--- config.mk ---
export PLATFORM = sky130hd
export DESIGN_NAME = downsample_pool2_flat
export DESIGN_NICKNAME = d
export VERILOG_FILES = /design/src/rtl/downsample_pool2_if.sv /design/src/rtl/downsample_pool2.sv /design/src/flat_wrapper.sv
export SDC_FILE = /design/constraint.sdc
export NUM_CORES = 1
export LEC_CHECK = 0
export ABC_AREA = 1
export CELL_PAD_IN_SITES_DETAIL_PLACEMENT = 0
export CELL_PAD_IN_SITES_GLOBAL_PLACEMENT = 1
export CORE_ASPECT_RATIO = 1.4
export CORE_MARGIN = 2
export CORE_UTILIZATION = 45
export CTS_BUF_LIST = sky130_fd_sc_hd__clkbuf_8
export CTS_CLUSTER_SIZE = 25
export DETAILED_ROUTE_END_ITERATION = 12
export DONT_BUFFER_PORTS = 1
export GPL_TIMING_DRIVEN = 0
export PLACE_DENSITY_LB_ADDON = 0.1
export SLEW_MARGIN = 20
export SYNTH_ARGS = -nofsm -noshare
export SYNTH_HDL_FRONTEND = slang
export SYNTH_SLANG_ARGS = --single-unit
--- constraint.sdc ---
create_clock -name clk -period 3.2 [get_ports clk]
set_clock_uncertainty 0.2 [all_clocks]
set_input_delay 0.64 -clock clk [delete_from_list [all_inputs] [get_ports clk]]
set_output_delay 0.64 -clock clk [all_outputs]
set_load 0.01 [all_outputs]
--- src/rtl/downsample_pool2_if.sv ---
// Stream and control bundle for downsample_pool2: input stream, reduced output
// stream and start/busy/done run control.
interface downsample_pool2_if #(
  parameter int DATA_WIDTH = 16
) ();
  logic                  start;
  logic [1:0]            mode;
  logic [DATA_WIDTH-1:0] data_in;
  logic                  valid_in;
  logic                  ready_in;
  logic [DATA_WIDTH-1:0] data_out;
  logic                  valid_out;
  logic                  ready_out;
  logic                  busy;
  logic                  done;

  modport slave (
    input  start, mode, data_in, valid_in, ready_out,
    output ready_in, data_out, valid_out, busy, done
  );

  modport master (
    output start, mode, data_in, valid_in, ready_out,
    input  ready_in, data_out, valid_out, busy, done
  );
endinterface

--- src/rtl/downsample_pool2.sv ---
// Streaming 2x downsampler: each (even, odd) input pair of every channel frame
// is reduced to one Q8.8 sample by rounded average, signed max or decimation.
module downsample_pool2 #(
  parameter int DATA_WIDTH = 16,
  parameter int CHANNELS   = 4,
  parameter int IN_LEN     = 16
) (
  input  logic             clk,
  input  logic             rst,
  downsample_pool2_if.slave bus
);
  localparam int HALF = IN_LEN / 2;
  localparam int CW   = $clog2(CHANNELS) + 1;
  localparam int PW   = $clog2(HALF) + 1;
  localparam logic [CW-1:0] CH_LAST   = CW'(CHANNELS - 1);
  localparam logic [PW-1:0] PAIR_LAST = PW'(HALF - 1);

  typedef enum logic [2:0] {
    S_IDLE   = 3'd0,
    S_FIRST  = 3'd1,
    S_SECOND = 3'd2,
    S_DRAIN  = 3'd3,
    S_DONE   = 3'd4
  } state_t;

  state_t                state_r;
  state_t                state_nxt_s;
  logic [CW-1:0]         ch_cnt_r;
  logic [PW-1:0]         pair_cnt_r;
  logic [DATA_WIDTH-1:0] hold_r;
  logic [1:0]            mode_r;
  logic [DATA_WIDTH-1:0] data_out_r;
  logic                  valid_out_r;
  logic                  busy_r;
  logic                  done_r;
  logic                  ready_in_s;
  logic                  start_acc_s;
  logic                  first_load_s;
  logic                  pair_load_s;
  logic                  out_xfer_s;
  logic                  last_pair_s;

  // Average rounds half toward +inf; the 17-bit sum keeps (a+b+1)>>>1 exact.
  function automatic logic [DATA_WIDTH-1:0] reduce_pair(
    input logic [1:0]                   m,
    input logic signed [DATA_WIDTH-1:0] a,
    input logic signed [DATA_WIDTH-1:0] b
  );
    logic signed [DATA_WIDTH:0] sum;
    sum = (DATA_WIDTH+1)'(a) + (DATA_WIDTH+1)'(b) + (DATA_WIDTH+1)'(1);
    case (m)
      2'd1:    reduce_pair = (b > a) ? b : a;
      2'd2:    reduce_pair = a;
      default: reduce_pair = DATA_WIDTH'(sum >>> 1);
    endcase
  endfunction

  assign out_xfer_s  = valid_out_r && bus.ready_out;
  assign last_pair_s = (pair_cnt_r == PAIR_LAST) && (ch_cnt_r == CH_LAST);

  // Next-state decode and per-state handshake strobes
  always_comb begin
    state_nxt_s  = state_r;
    ready_in_s   = 1'b0;
    start_acc_s  = 1'b0;
    first_load_s = 1'b0;
    pair_load_s  = 1'b0;
    case (state_r)
      S_IDLE: begin
        if (bus.start) begin
          start_acc_s = 1'b1;
          state_nxt_s = S_FIRST;
        end else begin
          state_nxt_s = S_IDLE;
        end
      end
      S_FIRST: begin
        ready_in_s = 1'b1;
        if (bus.valid_in) begin
          first_load_s = 1'b1;
          state_nxt_s  = S_SECOND;
        end else begin
          state_nxt_s = S_FIRST;
        end
      end
      S_SECOND: begin
        // Only take the odd sample when the output slot is free or freeing.
        ready_in_s = !valid_out_r || bus.ready_out;
        if (bus.valid_in && ready_in_s) begin
          pair_load_s = 1'b1;
          state_nxt_s = last_pair_s ? S_DRAIN : S_FIRST;
        end else begin
          state_nxt_s = S_SECOND;
        end
      end
      S_DRAIN: begin
        if (!valid_out_r || out_xfer_s) begin
          state_nxt_s = S_DONE;
        end else begin
          state_nxt_s = S_DRAIN;
        end
      end
      S_DONE:  state_nxt_s = S_IDLE;
      default: state_nxt_s = S_IDLE;
    endcase
  end

  // State register with busy/done registered from the next state
  always_ff @(posedge clk or posedge rst) begin
    if (rst) begin
      state_r <= S_IDLE;
      busy_r  <= 1'b0;
      done_r  <= 1'b0;
    end else begin
      state_r <= state_nxt_s;
      busy_r  <= (state_nxt_s == S_FIRST) || (state_nxt_s == S_SECOND) ||
                 (state_nxt_s == S_DRAIN);
      done_r  <= (state_nxt_s == S_DONE);
    end
  end

  // Run counters, pair hold register and output slot
  always_ff @(posedge clk or posedge rst) begin
    if (rst) begin
      mode_r      <= 2'd0;
      ch_cnt_r    <= '0;
      pair_cnt_r  <= '0;
      hold_r      <= '0;
      data_out_r  <= '0;
      valid_out_r <= 1'b0;
    end else begin
      if (start_acc_s) begin
        mode_r     <= bus.mode;
        ch_cnt_r   <= '0;
        pair_cnt_r <= '0;
      end
      if (first_load_s) begin
        hold_r <= bus.data_in;
      end
      if (pair_load_s) begin
        data_out_r  <= reduce_pair(mode_r, hold_r, bus.data_in);
        valid_out_r <= 1'b1;
        if (pair_cnt_r == PAIR_LAST) begin
          pair_cnt_r <= '0;
          ch_cnt_r   <= ch_cnt_r + CW'(1);
        end else begin
          pair_cnt_r <= pair_cnt_r + PW'(1);
        end
      end else if (out_xfer_s) begin
        valid_out_r <= 1'b0;
      end
    end
  end

  assign bus.ready_in  = ready_in_s;
  assign bus.data_out  = data_out_r;
  assign bus.valid_out = valid_out_r;
  assign bus.busy      = busy_r;
  assign bus.done      = done_r;

endmodule

--- src/flat_wrapper.sv ---
// flat-port wrapper written by rule: the top's interface ports become plain ports
module downsample_pool2_flat 
#(
  parameter int DATA_WIDTH = 16,
  parameter int CHANNELS   = 4,
  parameter int IN_LEN     = 16
)
  (clk, rst, bus_start, bus_mode, bus_data_in, bus_valid_in, bus_ready_out, bus_ready_in, bus_data_out, bus_valid_out, bus_busy, bus_done);
  downsample_pool2_if #(.DATA_WIDTH(DATA_WIDTH)) bus_i ();
  input  logic clk;
  input  logic rst;
  input wire logic [$bits(bus_i.start)-1:0] bus_start;
  input wire logic [$bits(bus_i.mode)-1:0] bus_mode;
  input wire logic [$bits(bus_i.data_in)-1:0] bus_data_in;
  input wire logic [$bits(bus_i.valid_in)-1:0] bus_valid_in;
  input wire logic [$bits(bus_i.ready_out)-1:0] bus_ready_out;
  output wire logic [$bits(bus_i.ready_in)-1:0] bus_ready_in;
  output wire logic [$bits(bus_i.data_out)-1:0] bus_data_out;
  output wire logic [$bits(bus_i.valid_out)-1:0] bus_valid_out;
  output wire logic [$bits(bus_i.busy)-1:0] bus_busy;
  output wire logic [$bits(bus_i.done)-1:0] bus_done;
  assign bus_i.start = bus_start;
  assign bus_i.mode = bus_mode;
  assign bus_i.data_in = bus_data_in;
  assign bus_i.valid_in = bus_valid_in;
  assign bus_i.ready_out = bus_ready_out;
  assign bus_ready_in = bus_i.ready_in;
  assign bus_data_out = bus_i.data_out;
  assign bus_valid_out = bus_i.valid_out;
  assign bus_busy = bus_i.busy;
  assign bus_done = bus_i.done;
  downsample_pool2 #(.DATA_WIDTH(DATA_WIDTH), .CHANNELS(CHANNELS), .IN_LEN(IN_LEN)) u_core (.clk(clk), .rst(rst), .bus(bus_i));
endmodule
==> flow_summary.json, run 1 <==
{
  "status": "complete, no violations",
  "wl_mm": 10.5,
  "num-nets-final": 594,
  "drcViolationCount": 0,
  "netlist-cell-type-count": 36,
  "clk_latency_ns": 0.32,
  "p_leak_nw": 2.04,
  "htreeDepth": 2,
  "synth_top_area_frac": 0.321,
  "dpl.hpwl_mm": 7.85,
  "hold_end": "u_core.hold_r[7]",
  "peakVddDrop_mv": 0.367,
  "sequentialPowerShare": 0.265,
  "crit_top_cell": "nand3_1",
  "overflow": 0,
  "clk_path_buf_depth": 2,
  "cts_tree": "built",
  "cp-start-kind": "flop",
  "area_delta_synth_final_pct": 7.37,
  "grt_pass1_vias": 3335,
  "worstHoldStart": "bus_data_in[7]",
  "cap_violations": 0,
  "grt_use_total": 0.247,
  "num_rows": 39,
  "fin_util": 0.489,
  "finalCriticalPeriod_ns": 2.68,
  "die_w_um": 80.3,
  "p_switching_mw": 2.13,
  "syn_avg_cell_area_um2": 7.00,
  "wl_per_cell_um": 16.5,
  "arrival_ns": 2.71,
  "fmax_ghz": 0.373,
  "synthAdderAreaFrac": 0.132,
  "synth_cells": 524,
  "async_reset_ff_frac": 1.00,
  "die_h_um": 111,
  "portBuffers": 0,
  "syn_nets": 585,
  "firstDrtPassIters": 4,
  "netlist_area_um2": 3670,
  "crit_chain": "inv_1 -> ha_1 -> inv_1 -> fa_1 -> nand3_1 -> nand2_1 -> a21boi_0 -> o21ai_0 -> nand3_1 -> nand3_1 -> nand2_1 -> nand3_1 -> nand3_1 -> nand2_1",
  "required_ns": 3.22,
  "p_sw_frac": 0.529,
  "p_clk_frac": 0.116,
  "synth_edf_count": 0,
  "num_vias": 3405,
  "synth_flop_cell": "dfrtp_1",
  "drt_iter0_drc": 151,
  "synth_area_leaders": "dfrtp_1, nand2_1, ha_1",
  "whs_ns": 0.233,
  "placedCellCount": 627,
  "synth_top_family_by_area": "simple AND/OR/NAND/NOR gates",
  "tns_ns": 0,
  "layout-drive-gt1-share": 0.0562,
  "setup_viol": 0,
  "powerDensity_nw_per_um2": 1030,
  "core_area_um2": 8050,
  "root_buffer": "clkbuf_8",
  "hold_path_depth": 2,
  "final_common_cell": "nand2_1",
  "crit_type": "flop to flop",
  "antenna_found_initial": 0,
  "hold_path.class": "input port to flop",
  "cts_resized": 0,
  "r2r-start": "u_core.hold_r[0]",
  "synth_top_cell_by_area": "dfrtp_1",
  "initial_core_util": 0.455,
  "yosysSeqAreaShare": 0.321,
  "r2r-end": "u_core.bus.data_out[9]",
  "dieArea_um2": 8900,
  "yosys_register_bits": 47,
  "max_stage_delay_ns": 0.41,
  "cp-end-kind": "flop",
  "reg2reg_depth": 14,
  "clk_pin_slew_ns": 0.10,
  "fin_cells": 636,
  "p_total_mw": 4.04,
  "cts.sinks": 47,
  "synth.area.mux_share": 0,
  "numCtsBuffers": 5,
  "final_max_slew_viol_count": 0,
  "worst_pin_slew_ns": 0.717,
  "hold_viol": 0,
  "ios": 43,
  "grt_max_degree": 32,
  "yosys_warnings": 0,
  "r2r_slack_ns": 0.52,
  "rsz0062_at_grt": "no",
  "p_int_mw": 1.90,
  "vias_per_cell": 5.35,
  "relSlewSlack": 0.522,
  "period_share": 0.839,
  "mostFrequentLayoutCells": "nand2_1, inv_1, dfrtp_1, a21oi_1, o21ai_0",
  "slowest_stage": "dfrtp_1",
  "ant_nets": 0,
  "synth_compound_area_frac": 0.146,
  "grt_pass1_wl_mm": 16.7,
  "synth_xor_area_frac": 0.00716,
  "place_congestion": 0.912,
  "pwr-share-comb": 0.619,
  "path_max_fanout": 4,
  "diodes": 0,
  "synth-simple-area-share": 0.291
}
## area by class of cell
type	count	area (um2)
timing repair buffer	2	30.0
clock buffer	5	68.8
buffer	19	106
inverter	73	274
fill	876	4110
multi-input combinational	385	2110
clock inverter	3	43.8
sequential	47	1180
tap	102	128
## power by group through the flow
stage                     clock (mW)  combinational [mW]  sequential [mW]
final                          0.467                2.50             1.07
after global routing           0.506                2.85             1.10
after CTS                      0.477                2.51             1.07
after detailed placement           0                2.49             1.08
after global placement             0                2.47             1.07
after floorplan                    0                1.86             1.03
## what timing repair did
action | CTS | global route
endpoints found under the setup margin | 0 | 0
setup buffers | 0 | 0
endpoints found under the hold margin | 16 | 0
hold buffers | 1 | 0
## worst max-delay path: cells and delay by family (launching register included)
family / cells / cell delay [ns]
fa+ha+maj: 2 / 0.56
compound gates: 2 / 0.55
flops: 1 / 0.41
simple gates: 8 / 0.72
buf+inv: 2 / 0.16
## how the worst max path moves through the flow
stage | endpoint | depth (start not counted) | slack (ns) | startpoint
after CTS | u_core.bus.data_out[8] | 16 | 0.57 | u_core.hold_r[13]
after detailed placement | u_core.bus.data_out[9] | 14 | 0.39 | bus_data_in[0]
after global routing | u_core.bus.data_out[9] | 14 | 0.40 | u_core.hold_r[0]
final | u_core.bus.data_out[9] | 14 | 0.52 | u_core.hold_r[0]
after global placement | u_core.bus.data_out[9] | 14 | 0.39 | bus_data_in[0]
after floorplan | u_core.bus.data_out[9] | 14 | 0.68 | bus_data_in[0]
## layer usage
metal / part of all wire / GRT usage
met1: 0.43 / 0.303
met2: 0.51 / 0.435
met3: 0.038 / 0.0350
met4: 0.025 / 0.0814
met5: 0 / 0
## per-stage QoR
step	setup slack, ns	cell area [um2]
3_5_place_dp	0.386	3810
5_1_grt	0.400	3940
2_1_floorplan	0.680	3670
6_report	0.515	3940
4_1_cts	0.575	3940
3_3_place_gp	0.394	3790
## Yosys cell counts (2+ instances only)
cell / number
a21oi_1: 42
o211ai_1: 6
nand2_1: 147
xor2_1: 3
buf_4: 2
inv_2: 2
nand3_2: 2
buf_2: 4
clkbuf_1: 9
nand4_1: 16
dfrtp_1: 47
a21o_1: 3
ha_1: 37
nor3_1: 6
o21ai_0: 38
buf_6: 3
inv_1: 70
o21bai_1: 2
nand2_2: 3
nor3_2: 2
nand3_1: 30
nor2_1: 36
## flip-flops by register name (all words and copies together), names as in the netlist
name                  cells
u_core.bus.done           1
u_core.bus.valid_out      1
u_core.state_r            3
u_core.bus.data_out      16
u_core.pair_cnt_r         4
u_core.mode_r             2
u_core.ch_cnt_r           3
u_core.hold_r            16
u_core.bus.busy           1
## cells by family after synthesis
logic type,Yosys count
fa+ha+maj,38
buf+inv,92
xor+xnor,3
flops,47
compound gates,98
simple gates,246
(Power assumes the default switching activity.)
==> inputs of run 2 (changes only) <==
CORE_UTILIZATION = 43   (was 45)
clock period = 2.4 ns   (was 3.2 ns; I/O delays follow)
==> flow_summary.json, run 2 (synthesis gave the netlist of run 1 again) <==
{
  "status": "complete, but fails checks",
  "violations": "negative setup slack",
  "grt_use_total": 0.252,
  "num-nets-final": 623,
  "grt_pass1_wl_mm": 17.6,
  "crit_top_cell": "nand2_2",
  "crit_type": "flop to flop",
  "path_max_fanout": 5,
  "cap_violations": 0,
  "cp-start-kind": "flop",
  "required_ns": 2.40,
  "fmax_ghz": 0.411,
  "die_h_um": 113,
  "dp_slack_ns": -0.247,
  "hold_path.class": "input port to flop",
  "p_leak_nw": 2.23,
  "wl_mm": 11.4,
  "firstDrtPassIters": 5,
  "slowest_stage": "dfrtp_1",
  "clk_latency_ns": 0.31,
  "powerDensity_nw_per_um2": 1420,
  "initial_core_util": 0.445,
  "rsz0062_at_grt": "yes",
  "whs_ns": 0.0855,
  "arrival_ns": 2.44,
  "sequentialPowerShare": 0.219,
  "area_delta_synth_final_pct": 23.7,
  "vias_per_cell": 5.46,
  "cts.sinks": 47,
  "numCtsBuffers": 5,
  "dpl.hpwl_mm": 7.78,
  "overflow": 0,
  "grt_max_degree": 29,
  "pwr-share-comb": 0.704,
  "cts_tree": "built",
  "setup_viol": 3,
  "htreeDepth": 2,
  "root_buffer": "clkbuf_8",
  "worst_pin_slew_ns": 0.822,
  "period_share": 1.01,
  "place_congestion": 0.852,
  "worstHoldStart": "bus_mode[1]",
  "p_sw_frac": 0.514,
  "hold_viol": 0,
  "placedCellCount": 627,
  "antenna_found_initial": 0,
  "ios": 43,
  "final_max_slew_viol_count": 0,
  "peakVddDrop_mv": 0.633,
  "dieArea_um2": 9290,
  "relSlewSlack": 0.452,
  "r2r-start": "u_core.hold_r[14]",
  "diodes": 0,
  "final_common_cell": "nand2_1",
  "num_rows": 39,
  "drcViolationCount": 0,
  "num_vias": 3630,
  "portBuffers": 0,
  "cp-end-kind": "flop",
  "crit_chain": "inv_2 -> ha_4 -> nand2_4 -> nor3_4 -> inv_2 -> nor2_4 -> nand2_2 -> nand2_2 -> nand2_4 -> nand3_4 -> buf_8 -> nand2_2 -> nand3_2 -> nand2_2 -> a21oi_2 -> nor2_1",
  "p_switching_mw": 3.30,
  "clk_pin_slew_ns": 0.09,
  "p_clk_frac": 0.077,
  "finalCriticalPeriod_ns": 2.43,
  "cp-startpoint": "u_core.hold_r[14]",
  "ant_nets": 0,
  "fin_util": 0.550,
  "fin_cells": 665,
  "mostFrequentLayoutCells": "nand2_1, inv_1, dfrtp_1, o21ai_0, nor2_1",
  "max_stage_delay_ns": 0.40,
  "die_w_um": 82.1,
  "drt_iter0_drc": 203,
  "clk_path_buf_depth": 2,
  "layout-drive-gt1-share": 0.220,
  "n_fill_cell": 815,
  "wl_per_cell_um": 17.2,
  "tns_ns": -0.0598,
  "core_area_um2": 8250,
  "grt_pass1_vias": 3532,
  "finalWorstSetupSlack_ns": -0.0337,
  "p_int_mw": 3.12
}
run 2: cell types whose count changed in the layout (fill, tap and decap cells not counted), moves of 6 or more:
| cell | previous run | this run |
|---|---|---|
| buf_4 | 2 | 30 |
| ha_1 | 37 | 22 |
| ha_4 | 0 | 15 |
| nand2_1 | 147 | 132 |
| a21oi_1 | 42 | 31 |
| a21oi_2 | 0 | 11 |
| inv_2 | 3 | 13 |
| inv_1 | 69 | 60 |
| nand2_2 | 3 | 12 |
| nand3_1 | 30 | 22 |
| nand3_2 | 2 | 10 |
| nand2_4 | 0 | 6 |
run 2: what timing repair did:
| action | in CTS | in global routing |
|---|---|---|
| gates resized for setup | 46 | 45 |
| buffers inserted | 24 | 6 |
| hold buffers | 1 | 0 |
| pin swaps | 16 | 15 |
| hold endpoints to repair | 19 | 0 |
| cloned | 1 | 0 |
| endpoints found under the setup margin | 19 | 16 |
run 2: path summary, 6_finish.rpt:
check	to	slack, ns	cells after the start
setup / recovery	u_core.bus.data_out[8]	-0.03	16
hold / removal	u_core.mode_r[1]	0.09	2
setup reg to reg	u_core.bus.data_out[8]	-0.03	16
hold reg to reg	u_core.ch_cnt_r[0]	0.30	1
max in group asynchronous	u_core.hold_r[9]	1.05	3
min in group asynchronous	u_core.mode_r[1]	0.43	2
run 2: power by group through the flow:
stage / Sequential (mW) / Clock [mW] / Combinational (mW)
after CTS: 1.41 / 0.511 / 4.06
after global placement: 1.43 / 0 / 3.29
final: 1.41 / 0.494 / 4.52
after global routing: 1.45 / 0.535 / 4.98
after detailed placement: 1.44 / 0 / 3.31
after floorplan: 1.38 / 0 / 2.48
run 2: critical path: cells and delay by family, from the launching register on:
kind | cells | cell delay, ns
flops | 1 | 0.40
fa+ha+maj | 1 | 0.29
simple gates | 11 | 0.96
compound gates | 1 | 0.17
buf+inv | 3 | 0.31
run 2: through the flow:
| step | total power [mW] | area (um2) |
|---|---|---|
| after floorplan | 3.86 | 3670 |
| after global placement | 4.72 | 3790 |
| after detailed placement | 4.74 | 3810 |
| after CTS | 5.98 | 4340 |
| after global routing | 6.96 | 4540 |
| final | 6.42 | 4540 |
run 2: final cells by class:
cell class,count,area [um2],area share
flip-flops and latches,47,1180,0.259
repair buffers,32,283,0.0623
inverters,73,274,0.0604
clock inverters,3,16.3,0.00359
clock buffers,5,68.8,0.0152
plain buffers,18,113,0.0248
well taps,102,128,0.0281
multi-input cells,385,2480,0.546
run 2: layer usage:
metal | up-vias | GRT usage | wire length [um]
met3 | 28 | 0.0447 | 551
met5 | - | 0 | 0
li1 | 1786 | - | -
met2 | 100 | 0.428 | 5800
met4 | 0 | 0.114 | 367
met1 | 1716 | 0.302 | 4720
==> inputs of run 3 (changes only) <==
MAX_ROUTING_LAYER = met4   (was unset)
==> flow_summary.json, run 3 (synthesis gave the netlist of run 1 again) <==
{
  "status": "complete, but fails checks",
  "violations": "negative setup slack",
  "arrival_ns": 2.44,
  "layout-drive-gt1-share": 0.220,
  "final_common_cell": "nand2_1",
  "met3_usage": 0.0447,
  "powerDensity_nw_per_um2": 1420,
  "core_area_um2": 8250,
  "place_congestion": 0.866,
  "vias_per_cell": 5.44,
  "p_leak_nw": 2.23,
  "dieArea_um2": 9290,
  "die_w_um": 82.1,
  "mostFrequentLayoutCells": "nand2_1, inv_1, dfrtp_1, o21ai_0, nor2_1",
  "crit_type": "flop to flop",
  "overflow": 0,
  "worst_pin_slew_ns": 0.825,
  "cts.sinks": 47,
  "r2r_slack_ns": -0.04,
  "numCtsBuffers": 5,
  "ant_nets": 0,
  "firstDrtPassIters": 4,
  "initial_core_util": 0.445,
  "cp-start-kind": "flop",
  "cap_violations": 0,
  "ios": 43,
  "clk_latency_ns": 0.31,
  "wl_mm": 11.4,
  "grt_pass1_vias": 3537,
  "globalRouteMet1Util": 0.302,
  "hold_path_depth": 2,
  "hold_end": "u_core.mode_r[1]",
  "grt_max_degree": 29,
  "relSlewSlack": 0.450,
  "area_delta_synth_final_pct": 23.7,
  "dpl.hpwl_mm": 7.78,
  "dp_slack_ns": -0.247,
  "final_max_slew_viol_count": 0,
  "die_h_um": 113,
  "num-nets-final": 623,
  "drcViolationCount": 0,
  "period_share": 1.02,
  "portBuffers": 0,
  "busiest_layer": "met2",
  "htreeDepth": 2,
  "wl_per_cell_um": 17.2,
  "setup_viol": 3,
  "clk_path_buf_depth": 2,
  "grt_pass1_wl_mm": 17.6,
  "design_area_um2": 4540,
  "cp-end-kind": "flop",
  "grt_use_total": 0.259,
  "root_buffer": "clkbuf_8",
  "globalRouteMet2Util": 0.428,
  "placedInstanceArea_um2": 3810,
  "peakVddDrop_mv": 0.635,
  "fmax_ghz": 0.410,
  "clk_pin_slew_ns": 0.09,
  "hold_path.class": "input port to flop",
  "rsz0062_at_grt": "yes",
  "hold_viol": 0,
  "antenna_found_initial": 0,
  "diodes": 0,
  "path_max_fanout": 5,
  "ff_latch_area_um2": 1180,
  "reg2reg_depth": 16,
  "multiInputGateArea_um2": 2480,
  "worstHoldStart": "bus_mode[1]",
  "r2r-start": "u_core.hold_r[14]",
  "num_vias": 3616,
  "num_rows": 39,
  "finalWorstSetupSlack_ns": -0.0375,
  "r2r-end": "u_core.bus.data_out[8]",
  "n_fill_cell": 815,
  "required_ns": 2.40,
  "drt_iter0_drc": 187,
  "finalCriticalPeriod_ns": 2.44,
  "cts_tree": "built"
}
[run 3: how the worst max path moves through the flow]
stage | from | endpoint | cells past startpoint
2_1_floorplan | bus_data_in[0] | u_core.bus.data_out[9] | 14
3_3_place_gp | bus_data_in[0] | u_core.bus.data_out[9] | 14
3_5_place_dp | bus_data_in[13] | u_core.bus.data_out[8] | 15
4_1_cts | u_core.hold_r[15] | u_core.bus.data_out[8] | 17
5_1_grt | u_core.hold_r[14] | u_core.bus.data_out[15] | 16
6_report | u_core.hold_r[14] | u_core.bus.data_out[8] | 16
[run 3: where the power goes]
| part | total, mW | internal, mW | leakage, nW | switching [mW] |
|---|---|---|---|---|
| logic | 4.52 | 1.81 | 1.59 | 2.71 |
| registers | 1.41 | 1.12 | 0.591 | 0.291 |
| clock network | 0.492 | 0.200 | 0.0453 | 0.291 |
| total | 6.42 | 3.12 | 2.23 | 3.30 |
[run 3: worst max-delay path: stages, from the launching register on]
cell	delay, ns
dfrtp_1	0.40
inv_2	0.07
ha_4	0.29
nand2_4	0.06
nor3_4	0.22
inv_2	0.07
nor2_4	0.12
nand2_2	0.08
nand2_2	0.08
nand2_4	0.06
nand3_4	0.12
buf_8	0.17
nand2_2	0.06
nand3_2	0.06
nand2_2	0.05
a21oi_2	0.17
nor2_1	0.05
[run 3: stage by stage]
| step | util | hold WS, ns | power [mW] | TNS [ns] | std cells |
|---|---|---|---|---|---|
| after floorplan | - | 0.265 | 3.86 | 0 | 524 |
| after global placement | 0.460 | 0.278 | 4.72 | -3.90 | 626 |
| after detailed placement | 0.463 | 0.209 | 4.74 | -2.41 | 627 |
| after CTS | 0.526 | 0.0808 | 5.98 | -0.00690 | 661 |
| after global routing | 0.550 | 0.0822 | 6.96 | -1.84 | 665 |
| final | 0.550 | 0.0867 | 6.42 | -0.0591 | 665 |
[run 3: cell type report]
cell class,instances,area share
Timing Repair Buffer,32,0.0623
Clock inverter,3,0.00359
Buffer,18,0.0248
Inverter,73,0.0604
Sequential cell,47,0.259
Multi-Input combinational cell,385,0.546
Clock buffer,5,0.0152
Tap cell,102,0.0281
[run 3: per-layer routing]
layer,up-vias,routed length [um],part of all wire
met5,-,0,0
met4,0,340,0.030
met3,26,567,0.050
met2,96,5830,0.51
met1,1710,4700,0.41
li1,1784,-,-
[run 3: repair_timing]
item	CTS	global route
endpoints found under the hold margin	19	0
hold buffers	1	0
endpoints found under the setup margin	19	16
buffers inserted	24	6
pin swaps	16	15
gates cloned	1	0
gates resized for setup	46	45
